<file path="src/rtl/rf_pkg.sv">
// Shared definitions for the register-file command sequencer.
// Contents: operation encodings, register-function (FunSel) codes,
// register index constants, sequencer FSM states and two small helpers
// (request legality check and op -> FunSel mapping).
package rf_pkg;

    typedef enum logic [2:0] {
        OP_NOP  = 3'd0,
        OP_LOAD = 3'd1,
        OP_CLR  = 3'd2,
        OP_INC  = 3'd3,
        OP_DEC  = 3'd4,
        OP_MOVE = 3'd5,
        OP_SWAP = 3'd6,
        OP_RSVD = 3'd7
    } op_e;

    localparam logic [2:0] FUN_DEC  = 3'b000;
    localparam logic [2:0] FUN_INC  = 3'b001;
    localparam logic [2:0] FUN_LOAD = 3'b010;
    localparam logic [2:0] FUN_CLR  = 3'b011;

    localparam logic [2:0] IDX_R1 = 3'd0;
    localparam logic [2:0] IDX_R2 = 3'd1;
    localparam logic [2:0] IDX_R3 = 3'd2;
    localparam logic [2:0] IDX_R4 = 3'd3;
    localparam logic [2:0] IDX_S1 = 3'd4;
    localparam logic [2:0] IDX_S2 = 3'd5;
    localparam logic [2:0] IDX_S3 = 3'd6;
    localparam logic [2:0] IDX_S4 = 3'd7;

    typedef enum logic [1:0] {
        ST_IDLE  = 2'd0,
        ST_STEP1 = 2'd1,
        ST_STEP2 = 2'd2,
        ST_STEP3 = 2'd3
    } state_e;

    // A SWAP must not touch its own temporary and must name two different
    // registers, otherwise the three-step exchange would corrupt data.
    function automatic logic is_illegal(input op_e op, input logic [2:0] dst,
                                        input logic [2:0] src, input logic [2:0] temp);
        return (op == OP_RSVD) ||
               ((op == OP_SWAP) && ((dst == src) || (dst == temp) || (src == temp)));
    endfunction

    // MOVE and SWAP are built from LOAD steps fed by the OutA read port.
    function automatic logic [2:0] op_fun(input op_e op);
        case (op)
            OP_CLR:  return FUN_CLR;
            OP_INC:  return FUN_INC;
            OP_DEC:  return FUN_DEC;
            default: return FUN_LOAD;
        endcase
    endfunction

endpackage

</file>
<file path="src/rtl/rf_sequencer_if.sv">
// Request / register-file bundle for rf_sequencer.
// Handshake: a request transfers on a rising clock edge where ReqValid and
// ReqReady are both 1; the requester keeps Op/Dst/Src/Din stable and
// ReqValid high until that edge, and ReqReady never depends on ReqValid.
// master: decoder + register-file side (drives requests and RfOutA).
// slave : the sequencer (drives ReqReady, step controls, status, dbg_state).
interface rf_sequencer_if
    import rf_pkg::*;
#(
    parameter int WIDTH = 16
) ();
    logic             ReqValid;
    logic             ReqReady;
    logic [2:0]       Op;
    logic [2:0]       Dst;
    logic [2:0]       Src;
    logic [WIDTH-1:0] Din;
    logic [WIDTH-1:0] RfOutA;
    logic [WIDTH-1:0] RfI;
    logic [3:0]       RegSel;
    logic [3:0]       ScrSel;
    logic [2:0]       FunSel;
    logic [2:0]       OutASel;
    logic [2:0]       OutBSel;
    logic             Busy;
    logic             Done;
    logic             Err;
    state_e           dbg_state;

    modport master (
        output ReqValid, Op, Dst, Src, Din, RfOutA,
        input  ReqReady, RfI, RegSel, ScrSel, FunSel, OutASel, OutBSel,
               Busy, Done, Err, dbg_state
    );

    modport slave (
        input  ReqValid, Op, Dst, Src, Din, RfOutA,
        output ReqReady, RfI, RegSel, ScrSel, FunSel, OutASel, OutBSel,
               Busy, Done, Err, dbg_state
    );
endinterface

</file>
<file path="src/rtl/rf_sel_decode.sv">
// Register index -> active-low one-hot write enables.
// Ports: idx (0-3 = R1-R4, 4-7 = S1-S4), en (step active),
//        reg_sel / scr_sel (bit3 = R1/S1 ... bit0 = R4/S4, low = write).
module rf_sel_decode (
    input  logic [2:0] idx,
    input  logic       en,
    output logic [3:0] reg_sel,
    output logic [3:0] scr_sel
);
    logic [3:0] onehot;

    always_comb begin
        onehot  = 4'b1000 >> idx[1:0];
        reg_sel = 4'b1111;
        scr_sel = 4'b1111;
        if (en) begin
            if (idx[2]) scr_sel = ~onehot;
            else        reg_sel = ~onehot;
        end
    end
endmodule

</file>
<file path="src/rtl/rf_sequencer.sv">
// Command-side controller for the 8-entry register file.
// Accepts one register operation per handshake and expands it into one
// (LOAD/CLR/INC/DEC/MOVE) or three (SWAP via TEMP_IDX) registered steps.
// Ports: Clock, Reset (async, active-low), bus (rf_sequencer_if.slave):
//   request side ReqValid/ReqReady/Op/Dst/Src/Din, register-file side
//   RfOutA/RfI/RegSel/ScrSel/FunSel/OutASel/OutBSel, status Busy/Done/Err,
//   and dbg_state (current FSM state).
module rf_sequencer
    import rf_pkg::*;
#(
    parameter int         WIDTH    = 16,
    parameter logic [2:0] TEMP_IDX = 3'd7
) (
    input  logic          Clock,
    input  logic          Reset,
    rf_sequencer_if.slave bus
);
    state_e           state_q, state_d;
    op_e              op_q, op_d, op_in;
    logic [2:0]       dst_q, dst_d, src_q, src_d;
    logic [WIDTH-1:0] din_q, din_d;
    logic [2:0]       fun_q, fun_d, outa_q, outa_d, outb_q, outb_d;
    logic [3:0]       reg_sel_q, reg_sel_d, scr_sel_q, scr_sel_d;
    logic             done_q, done_d, err_q, err_d;
    logic             step_en_d;
    logic [2:0]       step_idx_d;
    logic             accept;

    assign op_in  = op_e'(bus.Op);
    // Held low during reset so nothing is offered before release.
    assign bus.ReqReady = (state_q == ST_IDLE) && Reset;
    assign accept       = bus.ReqValid && bus.ReqReady;

    // Step controls are computed for the cycle that follows the edge and
    // registered, so every step output comes straight from a flop.
    always_comb begin
        state_d    = state_q;
        op_d       = op_q;
        dst_d      = dst_q;
        src_d      = src_q;
        din_d      = din_q;
        fun_d      = fun_q;
        outa_d     = outa_q;
        outb_d     = outb_q;
        done_d     = 1'b0;
        err_d      = 1'b0;
        step_en_d  = 1'b0;
        step_idx_d = dst_q;

        case (state_q)
            ST_IDLE: begin
                if (accept) begin
                    op_d  = op_in;
                    dst_d = bus.Dst;
                    src_d = bus.Src;
                    din_d = bus.Din;
                    if (is_illegal(op_in, bus.Dst, bus.Src, TEMP_IDX)) begin
                        err_d = 1'b1;
                    end else if (op_in != OP_NOP) begin
                        state_d   = ST_STEP1;
                        step_en_d = 1'b1;
                        fun_d     = op_fun(op_in);
                        outb_d    = bus.Src;
                        if (op_in == OP_SWAP) begin
                            // Park the old Dst value in the temporary first.
                            step_idx_d = TEMP_IDX;
                            outa_d     = bus.Dst;
                        end else begin
                            step_idx_d = bus.Dst;
                            done_d     = 1'b1;
                            if (op_in == OP_MOVE) outa_d = bus.Src;
                        end
                    end
                end
            end
            ST_STEP1: begin
                if (op_q == OP_SWAP) begin
                    state_d    = ST_STEP2;
                    step_en_d  = 1'b1;
                    step_idx_d = dst_q;
                    fun_d      = FUN_LOAD;
                    outa_d     = src_q;
                end else begin
                    state_d = ST_IDLE;
                end
            end
            ST_STEP2: begin
                state_d    = ST_STEP3;
                step_en_d  = 1'b1;
                step_idx_d = src_q;
                fun_d      = FUN_LOAD;
                outa_d     = TEMP_IDX;
                done_d     = 1'b1;
            end
            ST_STEP3: state_d = ST_IDLE;
            default:  state_d = ST_IDLE;
        endcase
    end

    rf_sel_decode u_sel_decode (
        .idx     (step_idx_d),
        .en      (step_en_d),
        .reg_sel (reg_sel_d),
        .scr_sel (scr_sel_d)
    );

    always_ff @(posedge Clock or negedge Reset) begin
        if (!Reset) begin
            state_q   <= ST_IDLE;
            op_q      <= OP_NOP;
            dst_q     <= 3'd0;
            src_q     <= 3'd0;
            din_q     <= '0;
            fun_q     <= FUN_LOAD;
            outa_q    <= 3'd0;
            outb_q    <= 3'd0;
            reg_sel_q <= 4'b1111;
            scr_sel_q <= 4'b1111;
            done_q    <= 1'b0;
            err_q     <= 1'b0;
        end else begin
            state_q   <= state_d;
            op_q      <= op_d;
            dst_q     <= dst_d;
            src_q     <= src_d;
            din_q     <= din_d;
            fun_q     <= fun_d;
            outa_q    <= outa_d;
            outb_q    <= outb_d;
            reg_sel_q <= reg_sel_d;
            scr_sel_q <= scr_sel_d;
            done_q    <= done_d;
            err_q     <= err_d;
        end
    end

    // MOVE/SWAP data is whatever the selected OutA port presents this cycle.
    assign bus.RfI       = (op_q == OP_LOAD) ? din_q : bus.RfOutA;
    assign bus.RegSel    = reg_sel_q;
    assign bus.ScrSel    = scr_sel_q;
    assign bus.FunSel    = fun_q;
    assign bus.OutASel   = outa_q;
    assign bus.OutBSel   = outb_q;
    assign bus.Busy      = (state_q != ST_IDLE);
    assign bus.Done      = done_q;
    assign bus.Err       = err_q;
    assign bus.dbg_state = state_q;
endmodule

</file>
<file path="src/flat_wrapper.sv">
// flat-port wrapper written by rule: the top's interface ports become plain ports
module rf_sequencer_flat import rf_pkg::*;
#(
    parameter int         WIDTH    = 16,
    parameter logic [2:0] TEMP_IDX = 3'd7
)
  (Clock, Reset, bus_ReqValid, bus_Op, bus_Dst, bus_Src, bus_Din, bus_RfOutA, bus_ReqReady, bus_RfI, bus_RegSel, bus_ScrSel, bus_FunSel, bus_OutASel, bus_OutBSel, bus_Busy, bus_Done, bus_Err, bus_dbg_state);
  rf_sequencer_if #(.WIDTH(WIDTH)) bus_i ();
  input  logic Clock;
  input  logic Reset;
  input wire logic [$bits(bus_i.ReqValid)-1:0] bus_ReqValid;
  input wire logic [$bits(bus_i.Op)-1:0] bus_Op;
  input wire logic [$bits(bus_i.Dst)-1:0] bus_Dst;
  input wire logic [$bits(bus_i.Src)-1:0] bus_Src;
  input wire logic [$bits(bus_i.Din)-1:0] bus_Din;
  input wire logic [$bits(bus_i.RfOutA)-1:0] bus_RfOutA;
  output wire logic [$bits(bus_i.ReqReady)-1:0] bus_ReqReady;
  output wire logic [$bits(bus_i.RfI)-1:0] bus_RfI;
  output wire logic [$bits(bus_i.RegSel)-1:0] bus_RegSel;
  output wire logic [$bits(bus_i.ScrSel)-1:0] bus_ScrSel;
  output wire logic [$bits(bus_i.FunSel)-1:0] bus_FunSel;
  output wire logic [$bits(bus_i.OutASel)-1:0] bus_OutASel;
  output wire logic [$bits(bus_i.OutBSel)-1:0] bus_OutBSel;
  output wire logic [$bits(bus_i.Busy)-1:0] bus_Busy;
  output wire logic [$bits(bus_i.Done)-1:0] bus_Done;
  output wire logic [$bits(bus_i.Err)-1:0] bus_Err;
  output wire logic [$bits(bus_i.dbg_state)-1:0] bus_dbg_state;
  assign bus_i.ReqValid = bus_ReqValid;
  assign bus_i.Op = bus_Op;
  assign bus_i.Dst = bus_Dst;
  assign bus_i.Src = bus_Src;
  assign bus_i.Din = bus_Din;
  assign bus_i.RfOutA = bus_RfOutA;
  assign bus_ReqReady = bus_i.ReqReady;
  assign bus_RfI = bus_i.RfI;
  assign bus_RegSel = bus_i.RegSel;
  assign bus_ScrSel = bus_i.ScrSel;
  assign bus_FunSel = bus_i.FunSel;
  assign bus_OutASel = bus_i.OutASel;
  assign bus_OutBSel = bus_i.OutBSel;
  assign bus_Busy = bus_i.Busy;
  assign bus_Done = bus_i.Done;
  assign bus_Err = bus_i.Err;
  assign bus_dbg_state = bus_i.dbg_state;
  rf_sequencer #(.WIDTH(WIDTH), .TEMP_IDX(TEMP_IDX)) u_core (.Clock(Clock), .Reset(Reset), .bus(bus_i));
endmodule
</file>
<file path="config.mk">
export PLATFORM = sky130hd
export DESIGN_NAME = rf_sequencer_flat
export DESIGN_NICKNAME = d
export VERILOG_FILES = /design/src/rtl/rf_pkg.sv /design/src/rtl/rf_sequencer_if.sv /design/src/rtl/rf_sel_decode.sv /design/src/rtl/rf_sequencer.sv /design/src/flat_wrapper.sv
export SDC_FILE = /design/constraint.sdc
export NUM_CORES = 1
export LEC_CHECK = 0
export ABC_CLOCK_PERIOD_IN_PS = 2600
export CORE_ASPECT_RATIO = 0.7
export CORE_MARGIN = 2
export CORE_UTILIZATION = 45
export CTS_CLUSTER_DIAMETER = 50
export DETAILED_ROUTE_END_ITERATION = 8
export PLACE_DENSITY = 0.83
export SLEW_MARGIN = 10
export SYNTH_ARGS = -nofsm -noshare
export SYNTH_HDL_FRONTEND = slang
export SYNTH_SLANG_ARGS = --single-unit
</file>
<file path="constraint.sdc">
create_clock -name Clock -period 2.6 [get_ports Clock]
set_clock_uncertainty 0.05 [all_clocks]
set_input_delay 0.39 -clock Clock [delete_from_list [all_inputs] [get_ports Clock]]
set_output_delay 0.39 -clock Clock [all_outputs]
set_load 0.01 [all_outputs]
</file>
Yosys cells after proc, flatten, opt, wreduce, memory -nomap -nowiden
Index checks and enable logic that the tools add are counted.
{"block": "word_totals", "inputBits": 44, "elab_cells": 90, "regBits": 46, "output_inout_bits": 39}
{"block": "op_classes", "shifts": 1, "bitwise_logic": 2, "n_eq_ne": 19, "reduce_logical": 15, "mux": 41}
{"cell": "$mux 3", "n": 14}
{"cell": "$eq 3x3->1 const B", "n": 7}
{"cell": "$pmux 3 s3", "n": 2}
{"cell": "$mux 16", "n": 1}
{"cell": "$mux 4", "n": 4}
{"cell": "$mux 1", "n": 11}
{"cell": "$mux 2", "n": 4}
{"cell": "$pmux 2 s4", "n": 1}
{"cell": "$eq 3x2->1 const B", "n": 2}
{"cell": "$pmux 2 s3", "n": 1}
{"cell": "$pmux 3 s2", "n": 1}
{"cell": "$reduce_and 6->1", "n": 1}
{"cell": "$reduce_bool 3->1", "n": 2}
{"cell": "$reduce_and 5->1", "n": 1}
{"cell": "$eq 2x2->1 const B", "n": 2}
{"cell": "$ne 2x1->1 const B", "n": 2}
{"cell": "$ne 2x2->1 const B", "n": 2}
{"cell": "$not 4->4", "n": 1}
{"cell": "$reduce_and 4->1", "n": 1}
{"cell": "$shr 4x2->4 const A", "n": 1}
{"cell": "$eq 3x1->1 const B", "n": 1}
{"cell": "$eq 3x3->1", "n": 1}
{"cell": "$logic_and 1x1->1", "n": 3}
{"cell": "$logic_or 1x1->1", "n": 3}
{"cell": "other kinds (9)", "n": 9}

Logic depth before layout (Yosys ltp)
{"block": "depth", "word_depth": 12, "depth_mapped": 9, "ltp_nobuf": 8}

Cells and area by module
A second synthesis with hierarchy kept.
{"block": "hier_totals", "hier_cells": 180, "hier_area_um2": 2317.2}
{"module": "rf_sequencer", "cells_per_inst": 172, "n_inst": 1, "area_each_um2": 2240.9, "seq_area_each_um2": 1137.3}
{"module": "rf_sel_decode", "cells_per_inst": 8, "n_inst": 1, "area_each_um2": 76.3, "seq_area_each_um2": 0.0}

Worst setup path after synthesis
OpenSTA, ideal clock, no wires.
{"block": "synth_path", "path_type": "register -> register", "from": "register u_core.state_q[0], in the netlist u_core.bus.dbg_state[0]", "to": "register u_core.reg_sel_q[3], in the netlist u_core.bus.RegSel[3]", "t_arrival_ns": 2.274, "stages_incl_launch_ff": 10, "t_required_ns": 2.462, "path_buffers": 1, "setup_time_ns": 0.088, "setup_slack_ns": 0.187, "synth_period_minus_slack_ns": 2.413, "cell_sequence": "dfrtp_1 inv_1 ha_1 clkbuf_1 nand3_1 nor2_1 a21oi_1 o311a_1 a211oi_2 or3b_1"}
{"block": "synth_between", "elab_chain_len": 9, "word_cells_on_any_way": 13, "classes_between": "eq/ne: 2; shift: 1; mux: 6; bitwise: 1; reduce/logical: 3"}
{"item": "from (decl)", "line": "rf_sequencer.sv:18", "rtl": "state_e state_q, state_d;"}
{"item": "from (signal assigned)", "line": "rf_sequencer.sv:122", "rtl": "state_q <= state_d;"}
{"item": "$logic_not 2->1", "line": "rf_sequencer.sv:31, rf_sequencer.sv:50"}
{"item": "$logic_and 1x1->1", "line": "rf_sequencer.sv:31", "rtl": "assign bus.ReqReady = (state_q == ST_IDLE) && Reset;"}
{"item": "$logic_and 1x1->1", "line": "rf_sequencer.sv:32", "rtl": "assign accept = bus.ReqValid && bus.ReqReady;"}
{"item": "$mux 3", "line": "rf_sequencer.sv:52", "rtl": "if (accept) begin"}
{"item": "$pmux 3 s2", "line": "rf_sequencer.sv:50", "rtl": "case (state_q)"}
{"item": "$shr 4x2->4", "line": "rf_sel_decode.sv:13", "rtl": "onehot = 4'b1000 >> idx[1:0];"}
{"item": "$not 4->4", "line": "rf_sel_decode.sv:18", "rtl": "else reg_sel = ~onehot;"}
{"item": "$mux 4", "line": "rf_sel_decode.sv:17", "rtl": "if (idx[2]) scr_sel = ~onehot;"}
{"item": "$mux 4 *", "line": "rf_sel_decode.sv:16", "rtl": "if (en) begin"}
{"item": "via u_core.reg_sel_d[3]", "line": "rf_sequencer.sv:23", "rtl": "logic [3:0] reg_sel_q, reg_sel_d, scr_sel_q, scr_sel_d;"}
{"item": "to (signal assigned)", "line": "rf_sequencer.sv:130", "rtl": "reg_sel_q <= reg_sel_d;"}
{"item": "to (decl)", "line": "rf_sequencer.sv:23"}
The timed path passes the listed nets; every way through them passes the cells marked *.
A chain may end at the register's enable or synchronous reset.

Worst setup path in the final report
{"block": "layout_path", "from": "input port bus_Dst[1]", "to": "register u_core.reg_sel_q[3], in the netlist u_core.bus.RegSel[3]"}
{"block": "layout_between", "elab_chain_len": 12, "word_cells_on_any_way": 18, "classes_between": "eq/ne: 2; shift: 1; mux: 10; bitwise: 1; reduce/logical: 4"}
{"item": "from (decl)", "line": "flat_wrapper.sv:13", "rtl": "input wire logic [$bits(bus_i.Dst)-1:0] bus_Dst;"}
{"item": "$eq 3x3->1", "line": "rf_pkg.sv:44", "rtl": "((op == OP_SWAP) && ((dst == src) || (dst == temp) || (src == temp)));"}
{"item": "$logic_or 1x1->1 (2 in a row)", "line": "rf_pkg.sv:44"}
{"item": "$logic_and 1x1->1", "line": "rf_pkg.sv:44"}
{"item": "$logic_or 1x1->1", "line": "rf_pkg.sv:43", "rtl": "return (op == OP_RSVD) ||"}
{"item": "$mux 3", "line": "rf_sequencer.sv:57", "rtl": "if (is_illegal(op_in, bus.Dst, bus.Src, TEMP_IDX)) begin"}
{"item": "$mux 3", "line": "rf_sequencer.sv:52"}
{"item": "$pmux 3 s2", "line": "rf_sequencer.sv:50"}
{"item": "$shr 4x2->4", "line": "rf_sel_decode.sv:13"}
{"item": "$not 4->4", "line": "rf_sel_decode.sv:18"}
{"item": "$mux 4", "line": "rf_sel_decode.sv:17"}
{"item": "$mux 4 *", "line": "rf_sel_decode.sv:16"}
{"item": "via u_core.reg_sel_d[3]", "line": "rf_sequencer.sv:23"}
Marks and branches as above.

==> summary.log <==
[grt] first-pass GRT wire length 9890 um
[synthesis] flops & latches, synth 45
[die] DIE WIDTH 90.7 um
[finish] count of placed standard cells in the final layout, fillers left out 421
[pwr] total power per unit cell area 961 nW/um^2
[timing] final slew viol count 0
[clock_network] clock tree from TritonCTS done
[worst_setup_path] largest fanout of any net on the critical path 5
[synthesis] Post-Synthesis Net Count 301
[run] max cap viols 0
[min_path] class of the most critical hold timing path in -> reg
[detailed_routing] routed wl met3 419 um
[timing] final number of hold-violating endpoints 0
[worst_setup_path] Worst Reg-to-Reg Cells 8
[worst_setup_path] Reg-to-Reg Start u_core.bus.dbg_state[0]
[timing] final count of negative-setup-slack endpoints 0
[die] die area 5860 um^2
[finish] antenna fix cells 0
[detailed_routing] average detailed-routed wire length per instance 14.6 um
[clock_network] insertion delay of the later-clocked pin in the worst-skew pair 0.30 ns
[placed_design] DP HPWL 4510 um
[finish] net count reported at finish 396
[min_path] Hold Path Depth 3
[synthesis] multiplexer share of the synthesized area 13.3%
[detailed_routing] amount of wire on met2 after detailed routing 2750 um
[timing] highest achievable clock rate 391 MHz
[synthesis] proportion of synthesized flip-flops having asynchronous set or reset 100%
[timing] Final min period 2.56 ns
[worst_setup_path] reg-to-reg critical path endpoint u_core.bus.RegSel[3]
[placed_design] GPL Wtd Cong 0.882
[min_path] start point of the worst hold path bus_Src[2]
[grt] number of global-route vias before repair 1998
[pwr] Static Leakage 1.60 nW
[placed_design] post-placement worst setup slack -0.362 ns
[finish] share of post-route cells with drive strength above 1 22.1%
[clock_network] H-tree levels 2
[clock_network] clk sink count 45
[timing] unrepaired setup endpoints after global routing no
[grt] grt total ovfl 0
[die] Initial Util 46.0%
[finish] area growth from synthesis to final layout 48.9%
[detailed_routing] First-pass DRT Iterations 4
[synthesis] XOR/XNOR Fraction of Synth Area 0.370%
[worst_setup_path] Data arrival, critical path 2.73 ns
[synthesis] post-synthesis compound-gate area fraction 9.04%
[min_path] Hold Path Sink u_core.src_q[2]
[synthesis] combinational family with the most area after synthesis simple AND/OR/NAND/NOR gates
[synthesis] Avg Synthesized Cell Area 9.35 um^2
[synthesis] cell types occupying the most area after synthesis sky130_fd_sc_hd__dfrtp_1 38%, sky130_fd_sc_hd__nand2_1 13%, sky130_fd_sc_hd__mux2_2 13%
[synthesis] most common cell in the netlist sky130_fd_sc_hd__nand2_1
[detailed_routing] Via density 5.15
[die] die span in y 64.7 um
[die] Ports 83
[synthesis] register area share after synthesis 48.1%
[grt] maximum number of pins on one net before global-route repair 38
[clock_network] maximum number of buffers from clock root to sink 2
[run_status] result of the run finished clean
[synthesis] number of unique standard cell types used by synthesis 44
[worst_setup_path] minimum setup slack among reg-to-reg paths 0.35 ns
[placed_design] Placed Instances 411
[detailed_routing] routed vias 2168
[synthesis] Synth area leader sky130_fd_sc_hd__dfrtp_1
[clock_network] master cell of the clock root buffer sky130_fd_sc_hd__clkbuf_8
[clock_network] number of buffers created by CTS 5
[synthesis] Synth Flop Type sky130_fd_sc_hd__dfrtp_1
[pwr] total power consumption of the routed design 3.39 mW
[synthesis] number of enable-type register cells in the synthesized netlist 0
[detailed_routing] M1 wire length 2930 um
[detailed_routing] top sig layer met4
[timing] Total Negative Setup Slacks 0 ns
[worst_setup_path] Crit path required time 2.77 ns
[detailed_routing] First DRT Iteration DRCs 201
[detailed_routing] total length of routed wires 6150 um
[timing] final critical-path setup slack 0.0414 ns
[placed_design] PortBufs 81
[grt] total routing usage reported by global routing 21.3%
[synthesis] number of warning messages in the yosys log 0
[grt] initial antenna violation count 0
[timing] final cycle utilization of the critical path 98.4%
[die] Core Rows 22
[synthesis] fraction of synthesized cell area taken by the top area cell type 38.1%
[worst_setup_path] Startpoint Class primary input
[synthesis] share of synthesized cell area in full adder, half adder and majority cells 2.12%
[die] Core Footprint 5150 um^2
[timing] smallest hold slack 0.423 ns
[clock_network] Worst-path clk slew 0.08 ns
[pwr] VDD IR-drop max 0.522 mV
[synthesis] share of synthesized cell area in and, or, nand and nor gates 23.0%
[detailed_routing] final routed DRC violation total 0
[detailed_routing] Post-DRT Antenna Nets 0
[worst_setup_path] Crit. End Element flop
[synthesis] Post-Synthesis Cells 253
[synthesis] area of the mapped netlist 2370 um^2
[worst_setup_path] kind of critical path in -> reg
[synthesis] Post-synth top cells 82 x sky130_fd_sc_hd__nand2_1, 36 x sky130_fd_sc_hd__dfrtp_1, 27 x sky130_fd_sc_hd__mux2_2
==> state kept, by name, indices dropped and copies added (netlist names), 3 cells and up, named ones only <==
signal,count
u_core.din_q,16
u_core.bus.RegSel,4
u_core.bus.ScrSel,4
u_core.bus.OutASel,3
u_core.bus.OutBSel,3
u_core.dst_q,3
u_core.op_q,3
u_core.src_q,3
==> through the flow <==
step	util (%)	area, um^2
floorplan	-	2370
global placement	65.0	3350
detailed placement	65.0	3350
CTS	67.6	3480
global route	68.4	3520
finish	68.4	3520
==> cells in the final DEF, fill, tap and decap left out, types with 2 or more instances in the layout <==
| cell type | n |
|---|---|
| sky130_fd_sc_hd__clkbuf_8 | 6 |
| sky130_fd_sc_hd__nand2b_1 | 2 |
| sky130_fd_sc_hd__nor3_1 | 2 |
| sky130_fd_sc_hd__dfrtp_1 | 36 |
| sky130_fd_sc_hd__or2_2 | 2 |
| sky130_fd_sc_hd__dfstp_2 | 9 |
| sky130_fd_sc_hd__a21o_1 | 2 |
| sky130_fd_sc_hd__a21oi_2 | 2 |
| sky130_fd_sc_hd__a211oi_1 | 3 |
| sky130_fd_sc_hd__or4_1 | 2 |
| sky130_fd_sc_hd__dlymetal6s2s_1 | 3 |
| sky130_fd_sc_hd__inv_1 | 5 |
| sky130_fd_sc_hd__or3b_1 | 2 |
| sky130_fd_sc_hd__nand3b_1 | 6 |
| sky130_fd_sc_hd__a21oi_1 | 15 |
| sky130_fd_sc_hd__nand2_1 | 82 |
| sky130_fd_sc_hd__nor2_1 | 8 |
| sky130_fd_sc_hd__nand3_1 | 4 |
| sky130_fd_sc_hd__ha_1 | 4 |
| sky130_fd_sc_hd__buf_4 | 22 |
| sky130_fd_sc_hd__clkdlybuf4s50_1 | 77 |
| sky130_fd_sc_hd__mux2_2 | 27 |
| sky130_fd_sc_hd__a22oi_1 | 2 |
==> where the power goes <==
part | internal, mW | leakage (nW) | total [mW] | switching (mW)
logic | 0.908 | 1.00 | 1.66 | 0.757
clock network | 0.314 | 0.0585 | 0.548 | 0.234
registers | 0.998 | 0.543 | 1.17 | 0.176
total | 2.22 | 1.60 | 3.39 | 1.17
==> layer usage <==
layer	track usage, %	vias up
li1	-	1037
met1	30.8	1039
met2	33.7	87
met3	4.07	5
met4	4.62	0
met5	0	-
==> kinds of logic after synthesis <==
family                     after synthesis
muxes                                   28
other                                    1
and+or+nand+nor                        120
xor gates and xnor gates                 1
buffers and inverters                   21
DFF                                     45
adders and majority gates                4
AOI/OAI and AO/OA                       33
==> critical path: stages <==
cell                              delay, ns
sky130_fd_sc_hd__clkdlybuf4s50_1       0.49
sky130_fd_sc_hd__or4_1                 0.55
sky130_fd_sc_hd__a21oi_2               0.20
sky130_fd_sc_hd__nor4_4                0.09
sky130_fd_sc_hd__o311a_1               0.35
sky130_fd_sc_hd__a211oi_2              0.27
sky130_fd_sc_hd__or3b_1                0.39
==> what timing repair did <==
item	4_1_cts	5_1_grt
buffers inserted	0	1
cloned	0	0
endpoints found under the hold margin	7	0
hold buffers	1	0
pin swaps	0	1
gates resized for setup	1	8
endpoints found under the setup margin	6	5
==> worst max-delay path by stage <==
stage | start | end | slack [ns] | depth (start not counted)
floorplan | u_core.bus.dbg_state[0] | u_core.bus.RegSel[3] | 0.19 | 9
global placement | bus_Src[2] | u_core.bus.RegSel[3] | -0.26 | 7
detailed placement | bus_Src[2] | u_core.bus.ScrSel[3] | -0.36 | 8
CTS | bus_Dst[0] | u_core.bus.RegSel[3] | 0.02 | 7
global route | bus_Src[0] | u_core.bus.RegSel[3] | 0.01 | 7
finish | bus_Dst[1] | u_core.bus.RegSel[3] | 0.04 | 7
==> layout make-up <==
class / count / area (um^2)
Clock buffer: 7 / 86.3
Multi-Input combinational cell: 187 / 1170
Clock inverter: 1 / 30.0
Fill cell: 434 / 1630
Tap cell: 72 / 90.1
Sequential cell: 45 / 1140
Timing Repair Buffer: 104 / 988
Inverter: 5 / 18.8
Power figures use the tool's default switching activity.
